File: src/rtl/ota_offset_trim_ctrl_pkg.sv
// Shared types and defaults for the OTA offset-trim sequencer: FSM state
// encoding, default sizes and the mid-scale trim code helper.
package ota_ctrl_pkg;

    typedef enum logic [1:0] {
        ST_IDLE,
        ST_TRIAL,
        ST_DECIDE,
        ST_DONE
    } ota_state_e;

    localparam int unsigned TRIM_W_DEF       = 6;
    localparam int unsigned SETTLE_CYC_DEF   = 16;
    localparam int unsigned RECAL_PERIOD_DEF = 200;

    function automatic int unsigned mid_code(input int unsigned w);
        return 32'd1 << (w - 1);
    endfunction

endpackage

File: src/rtl/ota_offset_trim_ctrl_if.sv
// Control/status bundle between the digital wrapper and the trim sequencer.
// The slave modport is the sequencer side; master is the wrapper/driver side.
interface ota_offset_trim_ctrl_if
    import ota_ctrl_pkg::*;
#(
    parameter int unsigned TRIM_W = TRIM_W_DEF
);
    logic              ena;
    logic              start;
    logic              cmp_in;
    logic [TRIM_W-1:0] trim_code;
    logic              sw_short;
    logic              sw_cal;
    logic              busy;
    logic              done;
    logic              cal_err;

    modport master (
        output ena, start, cmp_in,
        input  trim_code, sw_short, sw_cal, busy, done, cal_err
    );

    modport slave (
        input  ena, start, cmp_in,
        output trim_code, sw_short, sw_cal, busy, done, cal_err
    );
endinterface

File: src/rtl/ota_offset_trim_ctrl_cmp_sync.sv
// Reset-to-0 multi-stage synchronizer bringing the latched comparator output
// into the clk domain.
module ota_cmp_sync #(
    parameter int unsigned STAGES = 2
) (
    input  logic i_clk,
    input  logic i_rst_n,
    input  logic i_d,
    output logic o_q
);
    logic [STAGES-1:0] r_sync;

    always_ff @(posedge i_clk or negedge i_rst_n) begin
        if (!i_rst_n) begin
            r_sync <= '0;
        end else begin
            r_sync <= {r_sync[STAGES-2:0], i_d};
        end
    end

    assign o_q = r_sync[STAGES-1];
endmodule

File: src/rtl/ota_offset_trim_ctrl.sv
// SAR offset-trim sequencer for the OTA: settles each trial code, samples the
// synced comparator and keeps/clears bits MSB-first. OTA_RECAL_EN adds periodic recalibration.
module ota_offset_trim_ctrl
    import ota_ctrl_pkg::*;
#(
    parameter int unsigned TRIM_W       = TRIM_W_DEF,
    parameter int unsigned SETTLE_CYC   = SETTLE_CYC_DEF
`ifdef OTA_RECAL_EN
    , parameter int unsigned RECAL_PERIOD = RECAL_PERIOD_DEF
`endif
) (
    input  logic                   clk,
    input  logic                   rst_n,
    ota_offset_trim_ctrl_if.slave  bus
);
    localparam int unsigned       CNT_W    = (SETTLE_CYC > 1) ? $clog2(SETTLE_CYC) : 1;
    localparam int unsigned       IDX_W    = $clog2(TRIM_W);
    localparam logic [TRIM_W-1:0] MID      = TRIM_W'(mid_code(TRIM_W));
    localparam logic [TRIM_W-1:0] ONES     = '1;
    localparam logic [CNT_W-1:0]  CNT_LAST = CNT_W'(SETTLE_CYC - 1);

    ota_state_e        r_state;
    logic [CNT_W-1:0]  r_cnt;
    logic [IDX_W-1:0]  r_idx;
    logic [TRIM_W-1:0] r_code;
    logic [TRIM_W-1:0] r_saved;
    logic [TRIM_W-1:0] r_trim;
    logic              r_sw;
    logic              r_busy;
    logic              r_done;
    logic              r_cal_err;

    logic              w_cmp;
    logic              w_recal;
    logic              w_trigger;
    logic [TRIM_W-1:0] w_bit;
    logic [TRIM_W-1:0] w_decided;

    ota_cmp_sync #(.STAGES(2)) u_cmp_sync (
        .i_clk   (clk),
        .i_rst_n (rst_n),
        .i_d     (bus.cmp_in),
        .o_q     (w_cmp)
    );

    assign w_bit     = {{(TRIM_W-1){1'b0}}, 1'b1} << r_idx;
    // cmp=1 means the trial code is still at or below the offset point: keep the bit
    assign w_decided = w_cmp ? r_code : (r_code & ~w_bit);
    assign w_trigger = bus.ena && (bus.start || w_recal);

`ifdef OTA_RECAL_EN
    localparam int unsigned RC_W = (RECAL_PERIOD > 1) ? $clog2(RECAL_PERIOD) : 1;
    logic [RC_W-1:0] r_idle;

    assign w_recal = (r_idle == RC_W'(RECAL_PERIOD - 1));

    // Counts idle cycles with ena high; cleared while busy, disabled or on trigger
    always_ff @(posedge clk or negedge rst_n) begin
        if (!rst_n) begin
            r_idle <= '0;
        end else if (!bus.ena || r_state != ST_IDLE || w_recal) begin
            r_idle <= '0;
        end else begin
            r_idle <= r_idle + 1'b1;
        end
    end
`else
    assign w_recal = 1'b0;
`endif

    always_ff @(posedge clk or negedge rst_n) begin
        if (!rst_n) begin
            r_state   <= ST_IDLE;
            r_cnt     <= '0;
            r_idx     <= '0;
            r_code    <= MID;
            r_saved   <= MID;
            r_trim    <= MID;
            r_sw      <= 1'b0;
            r_busy    <= 1'b0;
            r_done    <= 1'b0;
            r_cal_err <= 1'b0;
        end else begin
            r_done <= 1'b0;
            if (r_state != ST_IDLE && !bus.ena) begin
                // Abort: drop back to the last good code, leave cal_err alone
                r_state <= ST_IDLE;
                r_busy  <= 1'b0;
                r_sw    <= 1'b0;
                r_trim  <= r_saved;
            end else begin
                case (r_state)
                    ST_IDLE: begin
                        if (w_trigger) begin
                            r_state   <= ST_TRIAL;
                            r_busy    <= 1'b1;
                            r_sw      <= 1'b1;
                            r_cal_err <= 1'b0;
                            r_code    <= MID;
                            r_trim    <= MID;
                            r_idx     <= IDX_W'(TRIM_W - 1);
                            r_cnt     <= '0;
                        end
                    end
                    ST_TRIAL: begin
                        if (r_cnt == CNT_LAST) begin
                            r_state <= ST_DECIDE;
                        end else begin
                            r_cnt <= r_cnt + 1'b1;
                        end
                    end
                    ST_DECIDE: begin
                        if (r_idx != '0) begin
                            r_code  <= w_decided | (w_bit >> 1);
                            r_trim  <= w_decided | (w_bit >> 1);
                            r_idx   <= r_idx - 1'b1;
                            r_cnt   <= '0;
                            r_state <= ST_TRIAL;
                        end else begin
                            r_code    <= w_decided;
                            r_trim    <= w_decided;
                            r_saved   <= w_decided;
                            r_cal_err <= (w_decided == '0) || (w_decided == ONES);
                            r_done    <= 1'b1;
                            r_sw      <= 1'b0;
                            r_state   <= ST_DONE;
                        end
                    end
                    ST_DONE: begin
                        r_state <= ST_IDLE;
                        r_busy  <= 1'b0;
                        r_trim  <= r_saved;
                    end
                    default: begin
                        r_state <= ST_IDLE;
                    end
                endcase
            end
        end
    end

    assign bus.trim_code = r_trim;
    assign bus.sw_short  = r_sw;
    assign bus.sw_cal    = r_sw;
    assign bus.busy      = r_busy;
    assign bus.done      = r_done;
    assign bus.cal_err   = r_cal_err;
endmodule

File: src/flat_wrapper.sv
// flat-port wrapper written by rule: the top's interface ports become plain ports
module ota_offset_trim_ctrl_flat import ota_ctrl_pkg::*;
#(
    parameter int unsigned TRIM_W       = TRIM_W_DEF,
    parameter int unsigned SETTLE_CYC   = SETTLE_CYC_DEF

)
  (clk, rst_n, bus_ena, bus_start, bus_cmp_in, bus_trim_code, bus_sw_short, bus_sw_cal, bus_busy, bus_done, bus_cal_err);
  ota_offset_trim_ctrl_if #(.TRIM_W(TRIM_W)) bus_i ();
  input  logic clk;
  input  logic rst_n;
  input wire logic [$bits(bus_i.ena)-1:0] bus_ena;
  input wire logic [$bits(bus_i.start)-1:0] bus_start;
  input wire logic [$bits(bus_i.cmp_in)-1:0] bus_cmp_in;
  output wire logic [$bits(bus_i.trim_code)-1:0] bus_trim_code;
  output wire logic [$bits(bus_i.sw_short)-1:0] bus_sw_short;
  output wire logic [$bits(bus_i.sw_cal)-1:0] bus_sw_cal;
  output wire logic [$bits(bus_i.busy)-1:0] bus_busy;
  output wire logic [$bits(bus_i.done)-1:0] bus_done;
  output wire logic [$bits(bus_i.cal_err)-1:0] bus_cal_err;
  assign bus_i.ena = bus_ena;
  assign bus_i.start = bus_start;
  assign bus_i.cmp_in = bus_cmp_in;
  assign bus_trim_code = bus_i.trim_code;
  assign bus_sw_short = bus_i.sw_short;
  assign bus_sw_cal = bus_i.sw_cal;
  assign bus_busy = bus_i.busy;
  assign bus_done = bus_i.done;
  assign bus_cal_err = bus_i.cal_err;
  ota_offset_trim_ctrl #(.TRIM_W(TRIM_W), .SETTLE_CYC(SETTLE_CYC)) u_core (.clk(clk), .rst_n(rst_n), .bus(bus_i));
endmodule
File: config.mk
export PLATFORM = sky130hd
export DESIGN_NAME = ota_offset_trim_ctrl_flat
export DESIGN_NICKNAME = d
export VERILOG_FILES = /design/src/rtl/ota_offset_trim_ctrl_pkg.sv /design/src/rtl/ota_offset_trim_ctrl_if.sv /design/src/rtl/ota_offset_trim_ctrl_cmp_sync.sv /design/src/rtl/ota_offset_trim_ctrl.sv /design/src/flat_wrapper.sv
export SDC_FILE = /design/constraint.sdc
export NUM_CORES = 1
export LEC_CHECK = 0
export CAP_MARGIN = 15
export CORE_AREA = 2 2 60 62
export DETAILED_ROUTE_END_ITERATION = 7
export DIE_AREA = 0 0 62 64
export DONT_BUFFER_PORTS = 1
export GPL_TIMING_DRIVEN = 1
export PLACE_DENSITY = 0.71
export RECOVER_POWER = 50
export SYNTH_ARGS = -nofsm -noshare
export SYNTH_HDL_FRONTEND = slang
export SYNTH_HIERARCHICAL = 1
export SYNTH_SLANG_ARGS = --single-unit
export TNS_END_PERCENT = 10
File: constraint.sdc
create_clock -name clk -period 5.79 [get_ports clk]
set_input_delay 1.158 -clock clk [delete_from_list [all_inputs] [get_ports clk]]
set_output_delay 1.158 -clock clk [all_outputs]
set_load 0.005 [all_outputs]
Word-level counts from Yosys, hierarchy flattened
Index checks and enable logic that the tools add are counted.
{"block": "totals", "output_inout_bits": 11, "word_cells": 83, "input_bits": 5, "reg_bits": 33}
{"block": "op_classes", "n_eq_ne": 12, "n_mux": 30, "n_addsub": 2, "bitwise_logic": 5, "n_shift": 1, "reduce_logical": 22}
{"cell": "$mux 6", "n": 4}
{"cell": "$pmux 6 s3", "n": 1}
{"cell": "$mux 4", "n": 3}
{"cell": "$pmux 4 s3", "n": 1}
{"cell": "$pmux 6 s2", "n": 1}
{"cell": "$reduce_bool 3->1", "n": 4}
{"cell": "$mux 1", "n": 9}
{"cell": "$reduce_and 3->1", "n": 3}
{"cell": "$mux 2", "n": 4}
{"cell": "$pmux 2 s4", "n": 1}
{"cell": "$reduce_and 4->1", "n": 2}
{"cell": "$and 6x6->6", "n": 1}
{"cell": "$eq 6x6->1 const B", "n": 1}
{"cell": "$logic_not 6->1", "n": 1}
{"cell": "$mux 3", "n": 2}
{"cell": "$ne 3x1->1 const B", "n": 2}
{"cell": "$not 6->6", "n": 1}
{"cell": "$or 6x5->6", "n": 1}
{"cell": "$pmux 1 s2", "n": 3}
{"cell": "$pmux 3 s2", "n": 1}
{"cell": "$reduce_and 2->1", "n": 3}
{"cell": "$shl 1x3->6 const A", "n": 1}
{"cell": "$reduce_and 5->1", "n": 1}
{"cell": "$add 4x1->4 const B", "n": 1}
{"cell": "other kinds (14)", "n": 20}

Longest topological paths before layout
Gate-level depths: netlist (run 1).
{"block": "logic_depth", "ltp_word": 8, "mapped_depth": 8, "mapped_depth_nobuf": 6}

Hierarchy
The synthesis (run 1) kept the hierarchy.
{"mod": "ota_offset_trim_ctrl", "area_per_inst_um2": 1833.0, "instances": 1, "cells_each": 194}
{"mod": "ota_cmp_sync", "area_per_inst_um2": 50.0, "instances": 1, "cells_each": 2}

Worst setup path after synthesis (run 1)
Ideal clock, no wire load.
{"block": "synth_path", "path_kind": "in2reg", "startpoint": "input port bus_ena", "endpoint": "register u_core.r_cnt[0]", "setup_time_ns": 0.125, "arrival_ns": 2.041, "path_slack_ns": 3.624, "stages": 4, "path_buffers": 0, "path_cell_list": "inv_1 nor4b_4 o21a_4 mux2_4"}
{"block": "synth_via", "elab_chain_cells": 4, "word_cells_on_any_way": 6, "cone_classes": "eq/ne (1); bitwise (1); reduce/logical (4)"}
{"item": "start: declaration", "line_no": "flat_wrapper.sv:12", "text": "input wire logic [$bits(bus_i.ena)-1:0] bus_ena;"}
{"item": "parallel branches: the longest is 3 deep, another holds $ne 2x1->1"}
{"item": "$reduce_and 5->1 (no source line) (*)"}
{"item": "end signal: assignment", "line_no": "ota_offset_trim_ctrl.sv:109", "text": "r_cnt <= r_cnt + 1'b1;"}
{"item": "end: declaration", "line_no": "ota_offset_trim_ctrl.sv:23", "text": "logic [CNT_W-1:0] r_cnt;"}
Mark *: on every way between the ends.
A chain may end at the register's enable or synchronous reset.

Worst setup path after layout (run 1)
{"block": "layout_path", "startpoint": "register u_core.r_state[0]", "endpoint": "register u_core.r_cnt[0]"}
{"block": "layout_via", "elab_chain_cells": 4, "word_cells_on_any_way": 12, "cone_classes": "eq/ne (5); mux (1); bitwise (1); reduce/logical (5)"}
{"item": "start: declaration", "line_no": "ota_offset_trim_ctrl.sv:22", "text": "ota_state_e r_state;"}
{"item": "start signal: assignment", "line_no": "ota_offset_trim_ctrl.sv:73", "text": "r_state <= ST_IDLE;"}
{"item": "start signal: assignment", "line_no": "ota_offset_trim_ctrl.sv:87", "text": "r_state <= ST_IDLE;"}
{"item": "start signal: assignment", "line_no": "ota_offset_trim_ctrl.sv:95", "text": "r_state <= ST_TRIAL;"}
{"item": "parallel branches: the longest is 4 deep, another holds $reduce_and 5->1"}
Parallel ways; which one is timed is not known.

==> results of run 1 <==
## per-stage QoR
stage,worst slack (ns),cell area (um2),hold slack [ns]
floorplan,3.62,1880,0.331
global placement,3.45,1890,0.333
detailed placement,3.36,1890,0.336
CTS,3.53,1940,0.357
global route,3.39,1940,0.374
finish,3.52,1940,0.356
## power by group through the flow
stage / registers, mW / logic, mW / clock network [mW]
after floorplan: 0.346 / 0.313 / 0
after global placement: 0.367 / 0.340 / 0
after detailed placement: 0.372 / 0.355 / 0
after CTS: 0.368 / 0.357 / 0.130
after global routing: 0.381 / 0.403 / 0.141
final: 0.369 / 0.360 / 0.128
## placed cells by master, fill, tap and decap left out, types with 2 or more instances in the layout
cell type	n
nand4_1	5
nand3_1	6
o2111ai_1	2
clkinv_2	2
mux2_4	2
a21o_1	2
nor2_1	10
ha_1	11
dfstp_2	3
clkbuf_4	5
nor2b_1	3
a31oi_1	6
o31ai_1	3
and2_1	2
o21ai_0	16
inv_1	9
dfrtp_1	30
a22oi_1	2
a21boi_0	3
a2bb2oi_1	2
o211ai_1	2
a21bo_2	2
nand2b_1	4
a21oi_1	8
nand2_1	32
## cells by family after synthesis
| family | share of synthesized area (%) |
|---|---|
| fa+ha+maj | 7.31 |
| mux | 2.72 |
| simple gates | 19.4 |
| flops | 44.1 |
| compound gates | 22.1 |
| buf+inv | 4.45 |
## layout make-up
cell class                      count  area [um2]  share of cell area, %
Inverter                            9        33.8                   1.74
Clock inverter                      2        10.0                  0.515
Sequential cell                    33         830                   42.7
Tap cell                           46        57.6                   2.96
Clock buffer                        6        41.3                   2.13
Multi-Input combinational cell    146         970                   49.9
## final timing paths
check / start / end / slack (ns) / cells past startpoint
max in group asynchronous: rst_n / u_core/r_saved[5] / 5.13 / 0
hold / removal: u_core/u_cmp_sync/r_sync[0] / u_core/u_cmp_sync/r_sync[1] / 0.36 / 0
setup / recovery: u_core/r_state[0] / u_core/r_cnt[0] / 3.52 / 6
setup reg to reg: u_core/r_state[0] / u_core/r_cnt[0] / 3.52 / 6
hold reg to reg: u_core/u_cmp_sync/r_sync[0] / u_core/u_cmp_sync/r_sync[1] / 0.36 / 0
min in group asynchronous: rst_n / u_core/r_code[2] / 0.49 / 0
## registers in the layout, indices dropped and copies added (netlist names)
signal and count:
u_core/bus.busy 1, u_core/bus.cal_err 1, u_core/bus.done 1, u_core/bus.sw_cal 1, u_core/bus.trim_code 6, u_core/r_cnt 4
u_core/r_code 6, u_core/r_idx 3, u_core/r_saved 6, u_core/r_state 2, u_core/u_cmp_sync/r_sync 2
## worst max-delay path, stage by stage, from the launching register on
cell and delay, ns:
dfrtp_1 0.48, inv_1 0.12, ha_1 0.40, and3b_4 0.31, nor4b_4 0.37, o21a_4 0.20, mux2_4 0.28
## metal layers
metal	vias up	routed length [um]	share of wire (%)
met2	37	1920	48
met5	-	0	0
li1	703	-	-
met4	0	108	2.7
met3	10	182	4.6
met1	726	1770	45
==> metrics.cfg, run 1 <==
[power_and_ir_drop]
p_sw_share_pct=43.5
total_leakage_power_nw=0.865
powerDensity_mw_per_mm2=441
seq_power_share_pct=43.1
p_sw_mw=0.373
pwr-share-clk_pct=14.9
comb_power_share_pct=42.0
internal-power_mw=0.483
total_power_mw=0.856
irDropWorstVdd_uv=232

[global_routing]
grt.busiest_layer=met2
grt_start_max_net_pins=34
met3_usage_pct=7.29
use_met2_pct=36.1
grtUsageTotal_pct=23.8
grt_pass1_wl_um=6910
grt_use_met1_pct=30.7
grt_pass1_vias=1500
grt-ovfl-total=0
grt_antenna_before_repair=0

[synth]
synth_cell_types=52
yosys_warnings=6
synth_nets=212
async_reset_ff_share_pct=100
synth_flop_cell=dfrtp_1
yosysTopAreaCell=dfrtp_1
synth.most_common_cell=nand2_1
yosysTopAreaCellShare_pct=39.9
syn_area_per_cell_um2=9.61
synth_area_leaders=dfrtp_1, ha_1, nand2_1, o21ai_0, dfstp_2
synth_seq_area_share_pct=44.1
synthCells=196
syn_area_mm2=0.00188
synth_common_cells=nand2_1, dfrtp_1, o21ai_0
synth_edf_count=0
ys_ff_latch=33

[floorplanning]
die_width_um=62
fp.coreArea_mm2=0.00328
num_rows=21
die_h_um=64
die_area_mm2=0.00397
io_pins=16
start_util_pct=57.3

[final_layout]
final_net_count=211
fin_util_pct=59.1
area_growth_syn_to_layout_pct=3.12
diodes=0
stdcell_count=242
n_fill_cell=293
layout-drive-gt1-share_pct=10.7

[sta]
maxSlewViolCount=0
rsz0062_at_grt=no
setup_viol=0
tns_ns=0
fmax_ghz=0.440
slew_headroom_pct=35.3
min_period_over_period_pct=39.2
worst_pin_slew_ns=0.966
hold_violations=0
fin_crit_ns=2.27
final.setup_skew_ns=0.00789

[cts]
cts_resized=0
h-tree-depth=2
postCtsSetupRepairBufs=0
clkSlewWorstSetupHoldPaths_ns=0.10
cts-buffers-inserted=5
hold_buffers=0
clkLatencyLatePin_ns=0.35
cts_root_buf=clkbuf_4
cts_tree=built
cts.sinks=33
cts_buffer_depth=2

[critical_path]
crit_arrival_ns=2.51
critPathRequiredTime_ns=6.03
startpoint_type=flop
worstSetupEndpointType=flop
critPathKind=flop to flop
cp_max_fo=15

[route]
route.detailed.drc=0
route.vias.total=1476
vias_per_cell=6.10
drt_iter0_markers=67
drt_wl_total_um=3980
drt_pre_antenna_iters=4
antenna_left=0
wl_per_cell_um=16.4

[job]
drv_cap=0

[place]
place_congestion=0.934
hpwl_um=2940
io_buffer_count=0
placedCellCount=234

[outcome]
status=finished clean

[worst_hold_path]
min_path_type=flop to flop

No activity file was read; power rests on OpenSTA's default activity.
==> run 2: changes to the inputs <==
Settings changed: CORE_AREA 2 2 60 62 to 2 2 61 63, DIE_AREA 0 0 62 64 to 0 0 63 65, PLACE_DENSITY 0.71 to 0.72.
Clock period 5.79 ns to 1.8 ns, I/O delays scaled along.
==> run 2 against run 1 <==
Effect of this change:
- via count grew 4.9%
- worst setup slack got worse by 3.4 ns
- clock skew decreased by 0.00092 ns
- critical endpoint unchanged
- critical path type unchanged
- hold slack lost 0.32 ns
- combinational power grew to 4.1 times the previous value
- utilization rose by 2.2 points
- flip-flop and latch count is the same
==> metrics.cfg, run 2 (synthesized netlist as in run 1, its figures left out) <==
[final_layout]
layout-drive-gt1-share_pct=20.6  ; was 10.7%
final_net_count=229  ; was 211
regArea_um2=831  ; was 830 um2
layout_common_cells=nand2_1, dfrtp_1, o21ai_0, buf_4, nor2_1  ; was nand2_1, dfrtp_1, o21ai_0, ha_1, nor2_1
mostFrequentLayoutCell=nand2_1  ; unchanged
n_fill_cell=316  ; was 293
stdcell_area_mm2=0.00214  ; was 0.00194 mm2
multi_input_area_um2=997  ; was 970 um2
diodes=0  ; unchanged
area_growth_syn_to_layout_pct=13.8  ; was 3.12%

[floorplanning]
die_area_mm2=0.00410  ; was 0.00397 mm2
num_rows=22  ; was 21
die_width_um=63  ; was 62 um
fp.coreArea_mm2=0.00350  ; was 0.00328 mm2
io_pins=16  ; unchanged
start_util_pct=53.9  ; was 57.3%
die_h_um=65  ; was 64 um

[sta]
hold_violations=0  ; unchanged
slew_headroom_pct=45.3  ; was 35.3%
fin_crit_ns=1.72  ; was 2.27 ns
setup_slack_ns=0.0825  ; was 3.52 ns
fmax_ghz=0.582  ; was 0.440 GHz
maxSlewViolCount=0  ; unchanged
hold_ws_ns=0.0356  ; was 0.356 ns
final.setup_skew_ns=0.00697  ; was 0.00789 ns
setup_viol=0  ; unchanged
worst_pin_slew_ns=0.821  ; was 0.966 ns
min_period_over_period_pct=95.4  ; was 39.2%

[cts]
cts_buffer_depth=2  ; unchanged
clkSlewWorstSetupHoldPaths_ns=0.10  ; about the same
cts_tree=built  ; unchanged
cts.sinks=33  ; unchanged
h-tree-depth=2  ; unchanged
cts-buffers-inserted=5  ; unchanged
cts_root_buf=clkbuf_4  ; unchanged
clkLatencyLatePin_ns=0.34  ; was 0.35 ns

[power_and_ir_drop]
powerDensity_mw_per_mm2=1500  ; was 441 mW/mm2
total_power_mw=3.21  ; was 0.856 mW
total_leakage_power_nw=0.959  ; was 0.865 nW
irDropWorstVdd_uv=853  ; was 232 uV

[critical_path]
worstSetupEndpointType=flop  ; unchanged
rr_startpoint=u_core/r_idx[1]  ; was u_core/r_state[0]
cp-startpoint=u_core/r_idx[1]  ; was u_core/r_state[0]
startpoint_type=flop  ; unchanged
crit_arrival_ns=1.95  ; was 2.51 ns
regToRegSetupSlack_ns=0.08  ; was 3.52 ns
critPathKind=flop to flop  ; unchanged
regToRegEndpoint=u_core/r_cnt[0]  ; unchanged
reg2reg_depth=6  ; unchanged
cp_max_fo=4  ; was 15
critPathRequiredTime_ns=2.04  ; was 6.03 ns

[global_routing]
grt_pass1_vias=1602  ; was 1500
grt_start_max_net_pins=34  ; unchanged
grt_antenna_before_repair=0  ; unchanged
grt-ovfl-total=0  ; unchanged
grt_pass1_wl_um=7540  ; was 6910 um
grtUsageTotal_pct=23.8  ; about the same

[worst_hold_path]
min_path_cells=0  ; unchanged
min_path_type=primary input to flop  ; was flop to flop
hp-start=bus_cmp_in  ; was u_core/u_cmp_sync/r_sync[0]
min_to=u_core/u_cmp_sync/r_sync[0]  ; was u_core/u_cmp_sync/r_sync[1]

[route]
route.detailed.drc=0  ; unchanged
drt_pre_antenna_iters=5  ; was 4
drt_iter0_markers=170  ; was 67
wl_per_cell_um=16.5  ; was 16.4 um
antenna_left=0  ; unchanged
drt_wl_total_um=4310  ; was 3980 um
route.vias.total=1549  ; was 1476
vias_per_cell=5.91  ; was 6.10

[place]
io_buffer_count=0  ; unchanged
hpwl_um=3150  ; was 2940 um
post-place-ws_ns=0.0183  ; was 3.36 ns
dpl-instance-area_mm2=0.00203  ; was 0.00189 mm2
place_congestion=0.892  ; was 0.934

[outcome]
status=finished clean  ; unchanged

[job]
drv_cap=0  ; unchanged

## run 2: per-stage QoR
step | util (%) | std cells | setup TNS [ns]
floorplan | - | 196 | -0.0219
global placement | 58.1 | 251 | 0
detailed placement | 58.1 | 251 | 0
CTS | 61.4 | 261 | 0
global route | 61.3 | 262 | -0.0134
finish | 61.3 | 262 | 0
## run 2: critical path, stage by stage (launching register included)
cell,delay [ns]
dfrtp_1,0.39
inv_1,0.11
ha_4,0.19
and3b_4,0.21
nor4b_4,0.25
o21a_4,0.18
mux2_4,0.29
## run 2: worst max-delay path by stage
stage,depth (start not counted),slack (ns),endpoint
3_3_place_gp,6,0.07,u_core/r_cnt[0]
5_1_grt,7,-0.01,u_core/r_idx[1]
4_1_cts,6,0.008,u_core/r_cnt[0]
3_5_place_dp,6,0.02,u_core/r_cnt[0]
2_1_floorplan,6,-0.02,u_core/r_cnt[0]
6_report,6,0.08,u_core/r_cnt[0]
## run 2: report_power, final
part           switching, mW  internal, mW  total (mW)  leakage (nW)
logic                  0.827         0.662        1.49         0.495
clock network          0.252         0.332       0.583        0.0455
registers              0.185         0.955        1.14         0.419
## run 2: layout make-up
| cell class | instances | area share (%) |
|---|---|---|
| clock buffer | 7 | 2.57 |
| clock inverter | 1 | 1.40 |
| inverter | 9 | 1.58 |
| multi-input combinational | 146 | 46.6 |
| sequential | 33 | 38.8 |
| tap | 48 | 2.80 |
| timing repair buffer | 18 | 6.31 |
## run 2: layer usage
metal  GRT usage (%)  vias up  share of wire, %
li1                -      738                 -
met1            29.4      744                43
met2            39.6       58                49
met3            6.77        9               6.1
met4            8.61        0               1.5
met5               0        -                 0
## run 2: timing repair
action | CTS | global route
hold endpoints to repair | 33 | 0
endpoints found under the setup margin | 0 | 22
gates resized for setup | 0 | 3
hold buffers | 2 | 0
setup buffers | 0 | 1
